<file path="src/rtl/interface_hcsr04_bcd.sv">
// HC-SR04 ultrasonic front end: issues the trigger pulse, times the echo and
// converts its width to centimetres as a saturating 3-digit BCD value.
module interface_hcsr04_bcd #(
  parameter int TRIGGER_CICLOS = 500,
  parameter int CICLOS_CM      = 2941,
  parameter int TIMEOUT_CICLOS = 1_500_000
) (
  input  logic        clock,
  input  logic        reset,
  input  logic        medir,
  input  logic        echo,
  output logic        trigger,
  output logic [11:0] medida,
  output logic        pronto,
  output logic        timeout,
  output logic [3:0]  db_estado
);

  // One counter is shared by the trigger width, the echo wait and the echo
  // high time, so it must hold the larger of the two limits.
  localparam int CNT_MAX = (TIMEOUT_CICLOS > TRIGGER_CICLOS) ? TIMEOUT_CICLOS : TRIGGER_CICLOS;
  localparam int CW      = $clog2(CNT_MAX + 1);
  localparam int MW      = (CICLOS_CM > 2) ? $clog2(CICLOS_CM) : 1;

  localparam logic [CW-1:0] TRIG_LAST  = CW'(TRIGGER_CICLOS - 1);
  localparam logic [CW-1:0] WAIT_LAST  = CW'(TIMEOUT_CICLOS - 1);
  localparam logic [CW-1:0] HIGH_LIMIT = CW'(TIMEOUT_CICLOS);
  localparam logic [MW-1:0] MOD_LAST   = MW'(CICLOS_CM - 1);
  localparam logic [MW-1:0] MOD_HALF   = MW'(CICLOS_CM / 2 - 1);

  typedef enum logic [3:0] {
    INICIAL     = 4'h0,
    PREPARA     = 4'h1,
    TRIGGER     = 4'h2,
    ESPERA_ECHO = 4'h3,
    MEDE        = 4'h4,
    ARMAZENA    = 4'h5,
    FINAL       = 4'h6,
    TIMEOUT     = 4'h7
  } estado_t;

  estado_t     state;
  estado_t     next_state;
  logic        medir_prev;
  logic        medir_rise;
  logic        echo_meta;
  logic        echo_s;
  logic        conv_step;
  logic [CW-1:0] cnt;
  logic [MW-1:0] mod_cnt;
  logic [11:0] bcd;

  // BCD +1 with ripple carry across the three digits; sticks at 999.
  function automatic logic [11:0] bcd_inc(input logic [11:0] v);
    logic [11:0] r;
    r = v;
    if (v == 12'h999) begin
      r = v;
    end else if (v[3:0] != 4'd9) begin
      r[3:0] = v[3:0] + 4'd1;
    end else begin
      r[3:0] = 4'd0;
      if (v[7:4] != 4'd9) begin
        r[7:4] = v[7:4] + 4'd1;
      end else begin
        r[7:4]  = 4'd0;
        r[11:8] = v[11:8] + 4'd1;
      end
    end
    return r;
  endfunction

  assign medir_rise = medir & ~medir_prev;

  // The first high echo cycle is seen while still waiting, so it is converted
  // there too; otherwise every echo would come out one clock short.
  assign conv_step = echo_s && ((state == ESPERA_ECHO) ||
                                ((state == MEDE) && (next_state == MEDE)));

  // Input conditioning: medir edge reference and 2-flop echo synchroniser.
  always_ff @(posedge clock or posedge reset) begin
    if (reset) begin
      medir_prev <= 1'b0;
      echo_meta  <= 1'b0;
      echo_s     <= 1'b0;
    end else begin
      medir_prev <= medir;
      echo_meta  <= echo;
      echo_s     <= echo_meta;
    end
  end

  // FSM state register.
  always_ff @(posedge clock or posedge reset) begin
    if (reset) begin
      state <= INICIAL;
    end else begin
      state <= next_state;
    end
  end

  // Next-state logic; on the last allowed echo cycle the timeout wins.
  always_comb begin
    next_state = state;
    case (state)
      INICIAL:     if (medir_rise) next_state = PREPARA; else next_state = INICIAL;
      PREPARA:     next_state = TRIGGER;
      TRIGGER:     if (cnt == TRIG_LAST) next_state = ESPERA_ECHO; else next_state = TRIGGER;
      ESPERA_ECHO: begin
        if (echo_s)                 next_state = MEDE;
        else if (cnt == WAIT_LAST)  next_state = TIMEOUT;
        else                        next_state = ESPERA_ECHO;
      end
      MEDE: begin
        if (cnt == HIGH_LIMIT)      next_state = TIMEOUT;
        else if (echo_s)            next_state = MEDE;
        else                        next_state = ARMAZENA;
      end
      ARMAZENA:    next_state = FINAL;
      FINAL:       next_state = INICIAL;
      TIMEOUT:     next_state = INICIAL;
      default:     next_state = INICIAL;
    endcase
  end

  // Shared cycle counter: trigger width, echo wait, then echo high time.
  always_ff @(posedge clock or posedge reset) begin
    if (reset) begin
      cnt <= '0;
    end else begin
      case (state)
        PREPARA:     cnt <= '0;
        TRIGGER:     cnt <= (next_state == ESPERA_ECHO) ? '0 : cnt + CW'(1);
        ESPERA_ECHO: cnt <= echo_s ? CW'(1) : cnt + CW'(1);
        MEDE:        cnt <= (next_state == MEDE) ? cnt + CW'(1) : cnt;
        default:     cnt <= cnt;
      endcase
    end
  end

  // Echo-to-centimetre conversion: BCD bumps at mid-period for rounding.
  always_ff @(posedge clock or posedge reset) begin
    if (reset) begin
      mod_cnt <= '0;
      bcd     <= 12'h000;
    end else if (state == PREPARA) begin
      mod_cnt <= '0;
      bcd     <= 12'h000;
    end else if (conv_step) begin
      mod_cnt <= (mod_cnt == MOD_LAST) ? '0 : mod_cnt + MW'(1);
      if (mod_cnt == MOD_HALF) begin
        bcd <= bcd_inc(bcd);
      end
    end
  end

  // Registered outputs decoded from the state being entered.
  always_ff @(posedge clock or posedge reset) begin
    if (reset) begin
      trigger   <= 1'b0;
      pronto    <= 1'b0;
      timeout   <= 1'b0;
      db_estado <= 4'h0;
      medida    <= 12'h000;
    end else begin
      trigger   <= (next_state == TRIGGER);
      pronto    <= (next_state == FINAL);
      timeout   <= (next_state == TIMEOUT);
      db_estado <= next_state;
      if (state == ARMAZENA) begin
        medida <= bcd;
      end
    end
  end

endmodule
</file>
<file path="config.mk">
export PLATFORM = sky130hd
export DESIGN_NAME = interface_hcsr04_bcd
export DESIGN_NICKNAME = d
export VERILOG_FILES = /design/src/rtl/interface_hcsr04_bcd.sv
export SDC_FILE = /design/constraint.sdc
export NUM_CORES = 1
export LEC_CHECK = 0
export CAP_MARGIN = 15
export CORE_ASPECT_RATIO = 0.75
export CORE_UTILIZATION = 64
export DETAILED_ROUTE_END_ITERATION = 8
export GPL_TIMING_DRIVEN = 0
export HOLD_SLACK_MARGIN = 0.1
export PLACE_DENSITY = 0.85
export SYNTH_ARGS = -nofsm -noshare
export SYNTH_HDL_FRONTEND = slang
export SYNTH_SLANG_ARGS = --single-unit
</file>
<file path="constraint.sdc">
create_clock -name clock -period 4.2 [get_ports clock]
set_input_delay 0.42 -clock clock [delete_from_list [all_inputs] [get_ports clock]]
set_output_delay 0.42 -clock clock [all_outputs]
set_load 0.05 [all_outputs]
</file>
==> results by group <==
Synth
  • Yosys Warn Count: 0
  • Cells after synthesis: 360
  • Summed instance area of the synthesized netlist: 0.003571 mm²
  • Post-synthesis cell type count: 56
  • Synthesized area divided by synthesized cell count: 9.919 µm²
  • Count of flip-flops with a built-in enable after synthesis: 0
  • Cell accounting for the most synthesized area: sky130_fd_sc_hd__dfrtp_1
  • Leading cell types by total area after synthesis: sky130_fd_sc_hd__dfrtp_1, sky130_fd_sc_hd__nand2_1, sky130_fd_sc_hd__ha_1
  • Top flip-flop cell by instance count after synthesis: sky130_fd_sc_hd__dfrtp_1
  • Post-Synthesis Net Count: 375
  • Async set-or-reset flop fraction in the synthesized netlist: 100.0%
  • Sequential area share after synthesis: 46.25%
  • Seq cells post-synth: 66
  • Yosys top cell area share: 46.25%

Global routing
  • Via count of the first global-routing pass: 2586
  • Wire length of the first global-routing pass: 12.68 mm
  • Met3 layer usage reported by global route: 8.055%
  • Global-route usage over all layers: 29.18%
  • Global route total overflow: 0
  • M1 GR Usage: 44.39%
  • Largest net degree at the start of global routing: 44
  • Global-route layer with the greatest usage: met1
  • Number of antenna violations at the first check in global routing: 0
  • Routing usage on met2: 39.42%

Critical path
  • Data required time of the worst path: 4.47 ns
  • Startpoint type of the worst setup path: flop
  • Worst path arrival time: 3.08 ns
  • Setup CP Type: flop to flop
  • Critical path origin: cnt[0]
  • Maximum fanout count along the critical path: 10
  • Reg-to-reg startpoint: cnt[0]
  • Type of element capturing the critical path: flop

Status
  • Status: finished clean

Drt
  • ANT nets after route: 0
  • Post-route DRC violation count: 0
  • Overall via count from detail_route: 2967
  • First drt pass iteration count: 7
  • Sum of routed wire length over all layers: 7.726 mm
  • Number of violations reported at the end of detailed-routing iteration 0: 240
  • Via count normalized by instance count: 6.273
  • Wirelength per Cell: 16.33 µm

Power and ir drop
  • Pleak: 1.802 nW
  • Total power per unit cell area: 329.9 mW/mm²
  • Maximum vdd drop: 252.6 µV
  • Total chip power: 1.372 mW

Timing
  • Final Hold Vio Count: 0
  • Setup total negative slack: 0 ns
  • Final clock skew: 0.007472 ns
  • Final setup violation count: 0
  • Post-layout minimum cycle time: 2.807 ns
  • Transition time at the pin with the least slew margin: 1.081 ns
  • Post-Route Hold Slack: 0.3477 ns
  • Setup repair after global routing missed its margin: false
  • Max frequency: 356.2 MHz
  • Final Cycle Share: 66.84%
  • Max-slew violations: 0
  • Worst slew slack as a fraction of its limit: 27.24%
  • Final worst slack: 1.393 ns

Clocking
  • Clk buf depth: 2
  • TritonCTS clock tree: built
  • Post-CTS Setup Bufs: 0
  • TritonCTS Sinks: 66
  • Clock latency on the worst-skew pair: 0.35 ns
  • Number of CTS-inserted buffers: 9
  • Max H-tree Level: 3
  • Clock-pin slew reported for the worst setup and hold paths after clock tree synthesis: 0.07 ns
  • Number of hold buffers added after CTS: 0
  • CTS root buffer: sky130_fd_sc_hd__clkbuf_8
  • Number of gates given a new drive strength after cts: 0

Floorplanning
  • Vert. Die Dim: 66.69 µm
  • Chip Width: 88.25 µm
  • Starting utilization of the core area: 66.71%
  • Overall die area: 0.005885 mm²
  • # rows: 23
  • Core region area: 0.005353 mm²
  • Ports: 23

Hold path
  • Hold/Removal Path Class: flop to flop
  • Hold path start: echo_meta

Layout
  • Multi-input combinational cell area: 0.001767 mm²
  • Post-layout instance area: 0.004160 mm²
  • Post-Route Utilization: 77.72%
  • Fraction of final layout cells with drive strength greater than 1: 13.57%
  • Final net count: 408
  • Register area: 0.001652 mm²
  • Area overhead of the layout relative to synthesis: 16.50%
  • Count of inserted antenna diode cells: 0
  • Number of filler cells placed in the layout: 366
  • Final Instance Count excl. Fillers: 473

Place
  • Pre-CTS setup slack: 1.528 ns
  • Global placer's final weighted congestion: 0.8655
  • Dpl hpwl: 5.303 mm
  • Number of cells after detailed placement: 457
  • Total cell area at the placement stage: 0.003895 mm²
  • # port buffers: 21

Flow run
  • Number of violations of the max-capacitance limit: 0
synthesized netlist by cell type, drive strengths merged (2+ instances only):
master,n
dfrtp,66
nand2,37
inv,19
nand3,19
o21ai,18
a21oi,17
o31ai,15
a31oi,14
o211ai,14
ha,11
nor2,10
or3,10
mux2,9
buf,8
clkbuf,8
nor3,8
or4,8
a21boi,6
and3,6
or2,6
nand4,5
o311ai,5
and2,3
and4,3
mux2i,3
nand4b,3
o41ai,3
a211oi,2
a21o,2
and3b,2
nand3b,2
nor2b,2
nor4b,2
o21a,2
layer usage:
metal	vias to the layer above	wire length (µm)
met5	-	0
met4	0	87
li1	1411	-
met1	1453	3792
met2	90	3389
met3	13	456
power by group:
group,switching (mW),total (mW),internal (mW)
sequential,0.00112,0.638,0.637
combinational,0.0152,0.0212,0.00595
clock,0.256,0.714,0.458
total,0.272,1.37,1.10
final cells by class:
type / instances / area share, %
multi-input combinational: 259 / 42.47
buffer: 16 / 1.955
inverter: 19 / 1.714
tap: 75 / 2.256
clock inverter: 6 / 3.308
sequential: 66 / 39.70
timing repair buffer: 22 / 5.534
clock buffer: 10 / 3.068
state kept, by name (all words and copies together) (netlist names):
| signal | flops |
|---|---|
| cnt | 21 |
| bcd | 12 |
| medida | 12 |
| mod_cnt | 12 |
| db_estado | 3 |
| echo_meta | 1 |
| echo_s | 1 |
| medir_prev | 1 |
| pronto | 1 |
| timeout | 1 |
| trigger | 1 |
kinds of logic (layout without fill, tap and decap cells):
kind of cell,Yosys count,count (layout),share of synthesized area [%]
adder cells (fa/ha/maj),11,11,3.854
multiplexers,12,12,3.679
XOR/XNOR,1,1,0.2453
other,1,1,0.1050
flip-flops,66,66,46.25
AO/OA/AOI/OAI,101,101,20.78
AND/OR/NAND/NOR,133,133,20.81
buffers and inverters,35,73,4.275
path summary, 6_finish.rpt:
kind | cells after the start | slack [ns] | to
max in group asynchronous | 3 | 3.21 | db_estado[1]
max | 8 | 1.39 | bcd[7]
min reg2reg | 0 | 0.35 | echo_s
min | 0 | 0.35 | echo_s
max reg2reg | 8 | 1.39 | bcd[7]
min in group asynchronous | 2 | 0.40 | cnt[11]
critical path: stages (launching register included):
cell and delay, ns:
sky130_fd_sc_hd__dfrtp_1 0.44, sky130_fd_sc_hd__ha_1 0.27, sky130_fd_sc_hd__nor4b_1 0.45, sky130_fd_sc_hd__nand4_1 0.20, sky130_fd_sc_hd__o41a_1 0.50, sky130_fd_sc_hd__o211ai_1 0.26
sky130_fd_sc_hd__buf_2 0.30, sky130_fd_sc_hd__o21ai_0 0.14, sky130_fd_sc_hd__a21oi_1 0.17
placed cells by master (no fill, tap or decap), types with 3 or more instances in the layout:
master,count
sky130_fd_sc_hd__clkbuf_1,9
sky130_fd_sc_hd__mux2_2,9
sky130_fd_sc_hd__buf_2,5
sky130_fd_sc_hd__o211ai_1,4
sky130_fd_sc_hd__nor2_1,10
sky130_fd_sc_hd__o21ai_0,16
sky130_fd_sc_hd__nand3_1,19
sky130_fd_sc_hd__ha_1,11
sky130_fd_sc_hd__nand2_1,37
sky130_fd_sc_hd__or2_2,5
sky130_fd_sc_hd__clkbuf_8,9
sky130_fd_sc_hd__nand4b_1,3
sky130_fd_sc_hd__bufinv_16,4
sky130_fd_sc_hd__and2_1,3
sky130_fd_sc_hd__o31ai_1,15
sky130_fd_sc_hd__o311ai_0,5
sky130_fd_sc_hd__a31oi_1,13
sky130_fd_sc_hd__or4_1,7
sky130_fd_sc_hd__o211ai_2,10
sky130_fd_sc_hd__mux2i_1,3
sky130_fd_sc_hd__clkdlybuf4s50_1,21
sky130_fd_sc_hd__nor3_1,8
sky130_fd_sc_hd__a21oi_1,17
sky130_fd_sc_hd__and3_1,6
sky130_fd_sc_hd__a21boi_0,6
sky130_fd_sc_hd__dfrtp_1,66
sky130_fd_sc_hd__o41ai_1,3
sky130_fd_sc_hd__nand4_1,5
sky130_fd_sc_hd__and4_1,3
sky130_fd_sc_hd__inv_1,18
sky130_fd_sc_hd__or3_1,10
(Power assumes the default switching activity.)
